`src/rtl/signal_pkg.sv`:
```
// Shared lamp codes, controller state encoding and timer helper for the
// adaptive phase controller.
package signal_pkg;

    localparam logic [1:0] LAMP_GREEN  = 2'b01;
    localparam logic [1:0] LAMP_YELLOW = 2'b10;
    localparam logic [1:0] LAMP_RED    = 2'b11;

    typedef enum logic [1:0] {
        ST_ALL_RED = 2'd0,
        ST_GREEN   = 2'd1,
        ST_YELLOW  = 2'd2
    } phase_state_e;

    // Increment that sticks at max_value instead of wrapping.
    function automatic int unsigned sat_inc(input int unsigned value,
                                            input int unsigned max_value);
        return (value >= max_value) ? max_value : value + 1;
    endfunction

endpackage

```
`src/rtl/rr_phase_arbiter.sv`:
```
// Combinational round-robin pick: first set request strictly after the
// pointer, searching upward with wrap. The pointer register lives in the parent.
module rr_phase_arbiter
    import signal_pkg::*;
#(
    parameter int unsigned NUM_PHASES = 4,
    parameter int unsigned PH_W       = $clog2(NUM_PHASES)
) (
    input  logic [NUM_PHASES-1:0] i_req,
    input  logic [PH_W-1:0]       i_ptr,
    output logic [PH_W-1:0]       o_grant_c,
    output logic                  o_valid_c
);

    logic [PH_W-1:0] w_idx;

    // Walk from the farthest candidate down to ptr+1 so the nearest hit wins.
    always_comb begin
        o_grant_c = '0;
        o_valid_c = 1'b0;
        w_idx     = '0;
        for (int k = NUM_PHASES; k >= 1; k--) begin
            w_idx = PH_W'((32'(i_ptr) + 32'(k)) % NUM_PHASES);
            if (i_req[w_idx]) begin
                o_grant_c = w_idx;
                o_valid_c = 1'b1;
            end
        end
    end

endmodule

```
`src/rtl/adaptive_phase_controller.sv`:
```
// Demand-driven N-phase signal controller: GREEN -> YELLOW -> ALL_RED with
// programmable timers, min/max green extension and emergency pre-emption.
module adaptive_phase_controller
    import signal_pkg::*;
#(
    parameter int unsigned NUM_PHASES = 4,
    parameter int unsigned CNT_W      = 8,
    parameter int unsigned PH_W       = $clog2(NUM_PHASES)
) (
    input  logic                    clock,
    input  logic                    reset_n,
    input  logic [NUM_PHASES-1:0]   demand,
    input  logic [CNT_W-1:0]        green_min,
    input  logic [CNT_W-1:0]        green_max,
    input  logic [CNT_W-1:0]        yellow_time,
    input  logic [CNT_W-1:0]        allred_time,
    input  logic                    preempt_req,
    input  logic [PH_W-1:0]         preempt_phase,
    output logic [2*NUM_PHASES-1:0] lights,
    output logic [PH_W-1:0]         active_phase,
    output logic [NUM_PHASES-1:0]   calls,
    output logic                    preempt_active
);

    localparam int unsigned PH_SPAN = 1 << PH_W;
    localparam int unsigned CNT_MAX = (1 << CNT_W) - 1;
    localparam logic [PH_SPAN-1:0] PH_VALID = {PH_SPAN{1'b1}} >> (PH_SPAN - NUM_PHASES);

    phase_state_e              r_state, w_state_nx;
    logic [PH_W-1:0]           r_phase, w_phase_nx;
    logic [PH_W-1:0]           r_ptr, w_ptr_nx;
    logic [CNT_W-1:0]          r_timer, w_timer_nx;
    logic [NUM_PHASES-1:0]     r_calls, w_calls_nx;
    logic [2*NUM_PHASES-1:0]   r_lights, w_lights_nx;
    logic                      r_preempt_active, w_preempt_active_nx;

    logic [CNT_W-1:0]          w_gmin, w_gmax, w_ytime, w_artime;
    logic                      w_pre;
    logic                      w_competing;
    logic [PH_W-1:0]           w_arb_grant;
    logic                      w_arb_valid;

    // A programmed duration of zero behaves as a single cycle.
    function automatic logic [CNT_W-1:0] at_least_one(input logic [CNT_W-1:0] t);
        return (t == '0) ? CNT_W'(1) : t;
    endfunction

    assign w_gmin      = at_least_one(green_min);
    assign w_gmax      = at_least_one(green_max);
    assign w_ytime     = at_least_one(yellow_time);
    assign w_artime    = at_least_one(allred_time);
    assign w_pre       = preempt_req & PH_VALID[preempt_phase];
    assign w_competing = |(r_calls & ~(NUM_PHASES'(1) << r_phase));

    rr_phase_arbiter #(
        .NUM_PHASES (NUM_PHASES),
        .PH_W       (PH_W)
    ) u_arb (
        .i_req      (r_calls),
        .i_ptr      (r_ptr),
        .o_grant_c  (w_arb_grant),
        .o_valid_c  (w_arb_valid)
    );

    // Next state, timer, call latch, lamps and pre-emption flag.
    always_comb begin
        w_state_nx          = r_state;
        w_phase_nx          = r_phase;
        w_ptr_nx            = r_ptr;
        w_timer_nx          = CNT_W'(sat_inc(32'(r_timer), CNT_MAX));
        w_calls_nx          = r_calls | demand;
        w_lights_nx         = {NUM_PHASES{LAMP_RED}};
        w_preempt_active_nx = 1'b0;

        case (r_state)
            ST_ALL_RED: begin
                if (r_timer >= w_artime) begin
                    if (w_pre) begin
                        w_state_nx = ST_GREEN;
                        w_phase_nx = preempt_phase;
                    end else if (w_arb_valid) begin
                        w_state_nx = ST_GREEN;
                        w_phase_nx = w_arb_grant;
                        w_ptr_nx   = w_arb_grant;
                    end
                end
            end
            ST_GREEN: begin
                if ((w_pre && (preempt_phase != r_phase)) ||
                    (!w_pre && (r_timer >= w_gmin) && w_competing &&
                     (!demand[r_phase] || (r_timer >= w_gmax)))) begin
                    w_state_nx = ST_YELLOW;
                end
            end
            ST_YELLOW: begin
                if (r_timer >= w_ytime) begin
                    w_state_nx = ST_ALL_RED;
                end
            end
            default: w_state_nx = ST_ALL_RED;
        endcase

        if (w_state_nx != r_state) begin
            w_timer_nx = CNT_W'(1);
        end

        // Demand on the phase already green is not latched; entering green clears it.
        if (r_state == ST_GREEN) begin
            w_calls_nx[r_phase] = r_calls[r_phase];
        end
        if ((w_state_nx == ST_GREEN) && (r_state != ST_GREEN)) begin
            w_calls_nx[w_phase_nx] = 1'b0;
        end

        if (w_state_nx == ST_GREEN) begin
            w_lights_nx[{w_phase_nx, 1'b0} +: 2] = LAMP_GREEN;
        end else if (w_state_nx == ST_YELLOW) begin
            w_lights_nx[{w_phase_nx, 1'b0} +: 2] = LAMP_YELLOW;
        end

        w_preempt_active_nx = w_pre &&
            !((w_state_nx == ST_GREEN) && (w_phase_nx != preempt_phase));
    end

    always_ff @(posedge clock or negedge reset_n) begin
        if (!reset_n) begin
            r_state          <= ST_ALL_RED;
            r_phase          <= '0;
            r_ptr            <= PH_W'(NUM_PHASES - 1);
            r_timer          <= '0;
            r_calls          <= '0;
            r_lights         <= {NUM_PHASES{LAMP_RED}};
            r_preempt_active <= 1'b0;
        end else begin
            r_state          <= w_state_nx;
            r_phase          <= w_phase_nx;
            r_ptr            <= w_ptr_nx;
            r_timer          <= w_timer_nx;
            r_calls          <= w_calls_nx;
            r_lights         <= w_lights_nx;
            r_preempt_active <= w_preempt_active_nx;
        end
    end

    assign lights         = r_lights;
    assign active_phase   = r_phase;
    assign calls          = r_calls;
    assign preempt_active = r_preempt_active;

endmodule

```
`config.mk`:
```
export PLATFORM = sky130hd
export DESIGN_NAME = adaptive_phase_controller
export DESIGN_NICKNAME = d
export VERILOG_FILES = /design/src/rtl/signal_pkg.sv /design/src/rtl/rr_phase_arbiter.sv /design/src/rtl/adaptive_phase_controller.sv
export SDC_FILE = /design/constraint.sdc
export NUM_CORES = 1
export LEC_CHECK = 0
export CAP_MARGIN = 20
export CELL_PAD_IN_SITES_DETAIL_PLACEMENT = 0
export CELL_PAD_IN_SITES_GLOBAL_PLACEMENT = 2
export CORE_AREA = 4 4 113 72
export DETAILED_ROUTE_END_ITERATION = 16
export DIE_AREA = 0 0 117 76
export PLACE_DENSITY = 0.86
export SETUP_SLACK_MARGIN = 0.02
export SYNTH_ARGS = -nofsm -noshare
export SYNTH_HDL_FRONTEND = slang
export SYNTH_SLANG_ARGS = --single-unit
export TNS_END_PERCENT = 50
```
`constraint.sdc`:
```
create_clock -name clock -period 4.9 [get_ports clock]
set_input_delay 1.47 -clock clock [delete_from_list [all_inputs] [get_ports clock]]
set_output_delay 1.47 -clock clock [all_outputs]
set_load 0.01 [all_outputs]
```
Yosys cells after proc, flatten, opt, wreduce, memory -nomap -nowiden
Cells that the tools add are included.

word-level totals
  bits in registers = 27
  bits of input ports = 41
  logic and storage cells = 117

cells by class
  add/subtract/negate cells = 6
  magnitude comparators = 14
  equal/unequal tests = 8
  shifts and indexed selects = 4
  muxes and demuxes = 47
  bitwise gates (word level) = 10
  reduce and logical (&&, ||, !) cells = 21

operators with widths
  cell                                                                         count
  8-bit 2-to-1 mux                                                             8
  8-bit >= comparator                                                          4
  8-bit logical NOT                                                            4
  2-bit 2-to-1 mux                                                             13
  2-bit by 3-bit < comparator with 1-bit output (second input constant)        7
  8-bit bitwise OR                                                             2
  2-bit by 5-bit indexed part select with 8-bit output (first input constant)  2
  1-bit binary-select mux with 2-bit select                                    7
  1-bit 2-to-1 mux                                                             13
  1-bit logical AND                                                            9
  8-bit by 1-bit adder with 8-bit output (second input constant)               1
  4-bit bitwise AND                                                            2
  8-bit >= comparator (second input constant)                                  1
  4-bit 2-to-1 mux                                                             2
  4-bit inverter                                                               2
  8-bit inverter                                                               1
  2-bit by 5-bit variable shift with 8-bit output (first input constant)       1
  2-bit inequality test                                                        3
  2-bit case mux with 3 select lines                                           1
  3-bit negation with 5-bit output                                             1
  2-bit by 1-bit adder with 2-bit output (second input constant)               2
  2-bit adder (second input constant)                                          2
  4-bit bitwise mux                                                            1
  1-bit demux with 2-bit select                                                2
  other kinds (13)                                                             19

Logic depth before layout (Yosys ltp)
  depth after elaboration = 18
  gate-level depth with buffers = 10
  depth with buffers taken out = 10

Hierarchy
A second synthesis with hierarchy kept.

unflattened totals
  cells, all modules = 267
  area total of the unflattened synthesis = 2377.3 µm²

by module, submodules not included
  module                     instances  cells each  area an instance (µm²)  sequential area each (µm²)
  adaptive_phase_controller  1          253         2285.9                  688.2
  rr_phase_arbiter           1          14          91.3                    0.0

Least setup slack after synthesis
Ideal clock, no wire load.

  path type = input to register
  start point = in green_max[1]
  end point = reg r_timer[0]
  library setup time = 133 ps
  data arrival time = 3401 ps
  required time = 4767 ps
  path slack = 1366 ps
  cell stages on the path = 9
  buffers on the path = 0
  cells stage by stage = nor4_1 > a41o_1 > ha_1 > nand2b_1 > a211o_1 > o2bb2ai_1 > o211a_1 > o311a_4 > nand4b_1

on the way
  cells in the longest elaborated chain, start to end = 10

RTL lines
  item                                    line                              text
  start, declared                         adaptive_phase_controller.sv:14   input logic [CNT_W-1:0] green_max,
  8-bit logical NOT                       adaptive_phase_controller.sv:45   return (t == '0) ? CNT_W'(1) : t;
  8-bit 2-to-1 mux (*)                    adaptive_phase_controller.sv:45
  8-bit >= comparator (*)                 adaptive_phase_controller.sv:91   (!demand[r_phase] || (r_timer >= w_gmax)))) begin
  1-bit logical OR (*)                    adaptive_phase_controller.sv:91
  1-bit logical AND (*)                   adaptive_phase_controller.sv:90   (!w_pre && (r_timer >= w_gmin) && w_competing &&
  1-bit logical OR (*)                    adaptive_phase_controller.sv:89   if ((w_pre && (preempt_phase != r_phase)) ||
  2-bit 2-to-1 mux (*)                    adaptive_phase_controller.sv:89
  2-bit case mux with 3 select lines (*)  adaptive_phase_controller.sv:75   case (r_state)
  2-bit inequality test (*)               adaptive_phase_controller.sv:103  if (w_state_nx != r_state) begin
  8-bit 2-to-1 mux (*)                    adaptive_phase_controller.sv:103
  via w_timer_nx[0]                       adaptive_phase_controller.sv:32   logic [CNT_W-1:0] r_timer, w_timer_nx;
  end signal, assigned                    adaptive_phase_controller.sv:138  r_timer <= w_timer_nx;
  end, declared                           adaptive_phase_controller.sv:32

Mark *: on every way through the listed nets, which the timed path passes. The rest lies on a longest branch.
A chain may end at the register's enable or synchronous reset.

Final worst setup path
Same ends and word-level chain as after synthesis.

==> results.tsv <==
stage	metric	value	unit
setup_path	reg2regPathDepth	7	
setup_path	cp_max_fo	8	
setup_path	start_kind	primary input	
floorplan	rows	24	
timing	worst_pin_slew	0.652	ns
yosys	avgSynthCellArea	9.45	um^2
placement	place_hpwl	4760	um
setup_path	crit_type	in -> reg	
grt	grt_pass1_vias	1906	
timing	fin_crit	3.92	ns
setup_path	end_kind	register	
floorplan	die_y	76	um
detailed_routing	routed_wl	6010	um
cells_and_area	diodes	0	
cells_and_area	syn_to_final_growth	33.8	%
clocking	cts_resized	0	
yosys	synth-seq-area-share	31.1	%
clocking	max-clock-path-buffers	2	
clocking	numCtsBuffers	3	
clocking	tritoncts	built	
worst_hold_path	min-delay-start	r_timer[0]	
grt	antenna_found_initial	0	
detailed_routing	first_pass_iters	4	
timing	setup_viol	0	
yosys	syn_inst	234	
clocking	clk_latency	0.26	ns
clocking	cts_root_buf	clkbuf_16	
timing	finalCritPeriodShare	80.0	%
cells_and_area	utilization	41.8	%
cells_and_area	drive_above_1_share	10.7	%
setup_path	r2r-end	r_timer[0]	
timing	hold_violations	0	
yosys	ys_seq_elements	27	
floorplan	die_area	0.00889	mm^2
power	powerDensity	379	mW/mm^2
detailed_routing	dr_total_vias	1943	
placement	place.gp.congestion	0.850	
worst_hold_path	hold_end	r_timer[0]	
detailed_routing	route.detailed.drc	0	
setup_path	reg2reg_from	r_timer[6]	
detailed_routing	drt-initial-drc-count	94	
yosys	synth_edf_count	0	
worst_hold_path	hold_class	reg -> reg	
timing	clock_skew	0.00289	ns
yosys	synth_ff_type	dfrtp_1	
timing	max_slew_margin	56.2	%
cells_and_area	fill_cells	715	
floorplan	ios	56	
floorplan	core	0.00709	mm^2
timing	hold-worst-slack	0.601	ns
detailed_routing	wl_per_cell	15.7	um
floorplan	die_w	117	um
grt	grt_pass1_wl	10100	um
detailed_routing	viasPerCell	5.09	
worst_hold_path	holdPathStages	1	
grt	grt_start_max_net_pins	24	
power	p_leak	1.38	nW
clocking	clkTransAtPathRegs	0.06	ns
placement	numPortBuffers	55	
setup_path	reg2reg_slack	2.42	ns
yosys	synth_area	0.00221	mm^2
timing	drv_slew	0	
setup_path	required	5.02	ns
timing	rsz0062_at_grt	false	
clocking	post_cts_buffers	0	
timing	finalSetupTns	0	ns
status	outcome	finished, final reports clean	
placement	placed_area	0.00285	mm^2
grt	gr-total-overflow	0	
clocking	holdBufCountCts	0	
run	drv_cap	0	
detailed_routing	detail-route-antenna-nets	0	
clocking	clock_sinks	27	
floorplan	start_util	31.2	%
yosys	yosysWarnings	0	
grt	grt_use_total	14.0	%
cells_and_area	fin_nets	366	
yosys	yosysUniqueCellTypes	51	
cells_and_area	final_area	0.00296	mm^2
timing	fmax	0.255	GHz
yosys	synth_nets	308	
setup_path	cp.arrival	4.04	ns
power	vdd_drop_max	0.220	mV
clocking	htreeDepth	1	
yosys	asyncSetResetFlopFracSynth	100	%
[sequential cells by signal, indices dropped and copies added (netlist names)]
signal	cells
active_phase	2
lights	8
calls	4
preempt_active	1
r_state	2
r_ptr	2
r_timer	8
[cells in the final DEF, fill, tap and decap left out, drive strengths merged, types with 2 or more instances in the layout]
cell type | synthesis | layout
mux2 | 4 | 4
ha | 33 | 33
clkdlybuf4s50 | 0 | 55
dfstp | 10 | 10
inv | 34 | 34
a21boi | 2 | 2
a211oi | 3 | 3
nor2b | 4 | 4
o211ai | 5 | 5
dfrtp | 17 | 17
nand3 | 15 | 15
mux2i | 6 | 6
nor2 | 6 | 6
a21o | 4 | 4
xnor2 | 3 | 3
a2bb2oi | 2 | 2
clkbuf | 2 | 4
a41o | 4 | 4
a221oi | 2 | 2
nand2b | 6 | 6
o21ai | 6 | 6
nor3 | 5 | 5
o21a | 2 | 2
a31oi | 5 | 5
nand2 | 9 | 9
and3 | 4 | 4
a21oi | 14 | 14
and4 | 2 | 2
nor4 | 6 | 6
[area by class of cell]
cell class	instances	area (um^2)	area share, %
multi-input combinational	169	1370	46.2
inverter	34	128	4.31
sequential	27	688	23.3
timing repair buffer	57	583	19.7
tap	91	114	3.85
clock inverter	1	5.00	0.169
clock buffer	3	75.1	2.54
[worst max-delay path: stages]
cell	delay (ns)
clkdlybuf4s50_1	0.43
nor4_1	0.28
a41o_1	0.21
ha_1	0.21
nand2b_1	0.15
a211o_1	0.29
o2bb2ai_1	0.14
o211a_1	0.28
o311a_4	0.37
nand4b_1	0.21
[cell usage after synthesis, types with 3 or more instances]
cell type | number | area share (%)
dfstp_2 | 10 | 12
o21ai_0 | 6 | 1.4
nand2_1 | 9 | 1.5
a31oi_1 | 5 | 1.4
nor2b_1 | 4 | 1.1
a211oi_1 | 3 | 1.0
nand2b_1 | 6 | 1.7
nor3_1 | 5 | 1.1
xnor2_1 | 3 | 1.2
a21oi_1 | 13 | 2.9
a41o_1 | 4 | 1.8
dfrtp_1 | 17 | 19
o211ai_1 | 5 | 1.7
inv_1 | 32 | 5.4
nor2_1 | 5 | 0.85
a21o_1 | 4 | 1.4
nor4_1 | 5 | 1.4
mux2_2 | 3 | 1.5
mux2i_1 | 6 | 2.7
and3_1 | 4 | 1.1
ha_1 | 33 | 19
nand3_1 | 15 | 3.4
[cell families (layout without fill, tap and decap cells)]
group | count (synthesis) | after routing | share of synthesized area, %
simple gates | 63 | 63 | 16.0
fa+ha+maj | 33 | 33 | 18.7
buf+inv | 38 | 95 | 7.13
mux | 10 | 10 | 4.92
flops | 27 | 27 | 31.1
compound gates | 59 | 59 | 20.6
xor+xnor | 4 | 4 | 1.58
[worst max path at each step]
| stage | start | endpoint | slack, ns | cells past startpoint |
|---|---|---|---|---|
| 6_report | green_max[1] | r_timer[0] | 0.98 | 10 |
| 2_1_floorplan | green_max[1] | r_timer[0] | 1.37 | 9 |
| 3_5_place_dp | allred_time[4] | calls[1] | 0.72 | 11 |
| 4_1_cts | allred_time[4] | calls[1] | 0.99 | 11 |
| 3_3_place_gp | allred_time[6] | calls[1] | 0.73 | 11 |
| 5_1_grt | allred_time[6] | calls[1] | 0.76 | 11 |
[metal layers]
| metal | vias to the layer above | part of all wire (%) | track usage, % |
|---|---|---|---|
| li1 | 982 | - | - |
| met1 | 904 | 55 | 23.6 |
| met2 | 55 | 38 | 18.2 |
| met3 | 2 | 6.8 | 3.41 |
| met4 | 0 | 0.17 | 1.03 |
| met5 | - | 0 | 0 |
[through the flow]
| step | total power [mW] | setup WS (ns) | cells |
|---|---|---|---|
| detailed placement | 0.936 | 0.722 | 377 |
| finish | 1.12 | 0.978 | 382 |
| CTS | 1.13 | 0.986 | 381 |
| global route | 1.22 | 0.759 | 382 |
| floorplan | 0.748 | 1.37 | 234 |
| global placement | 0.928 | 0.735 | 377 |
[report_power, final]
group	internal, mW	switching, mW	total, mW
combinational	0.272	0.257	0.528
clock	0.110	0.0699	0.180
sequential	0.294	0.118	0.412
total	0.676	0.445	1.12
Power figures use the tool's default switching activity.
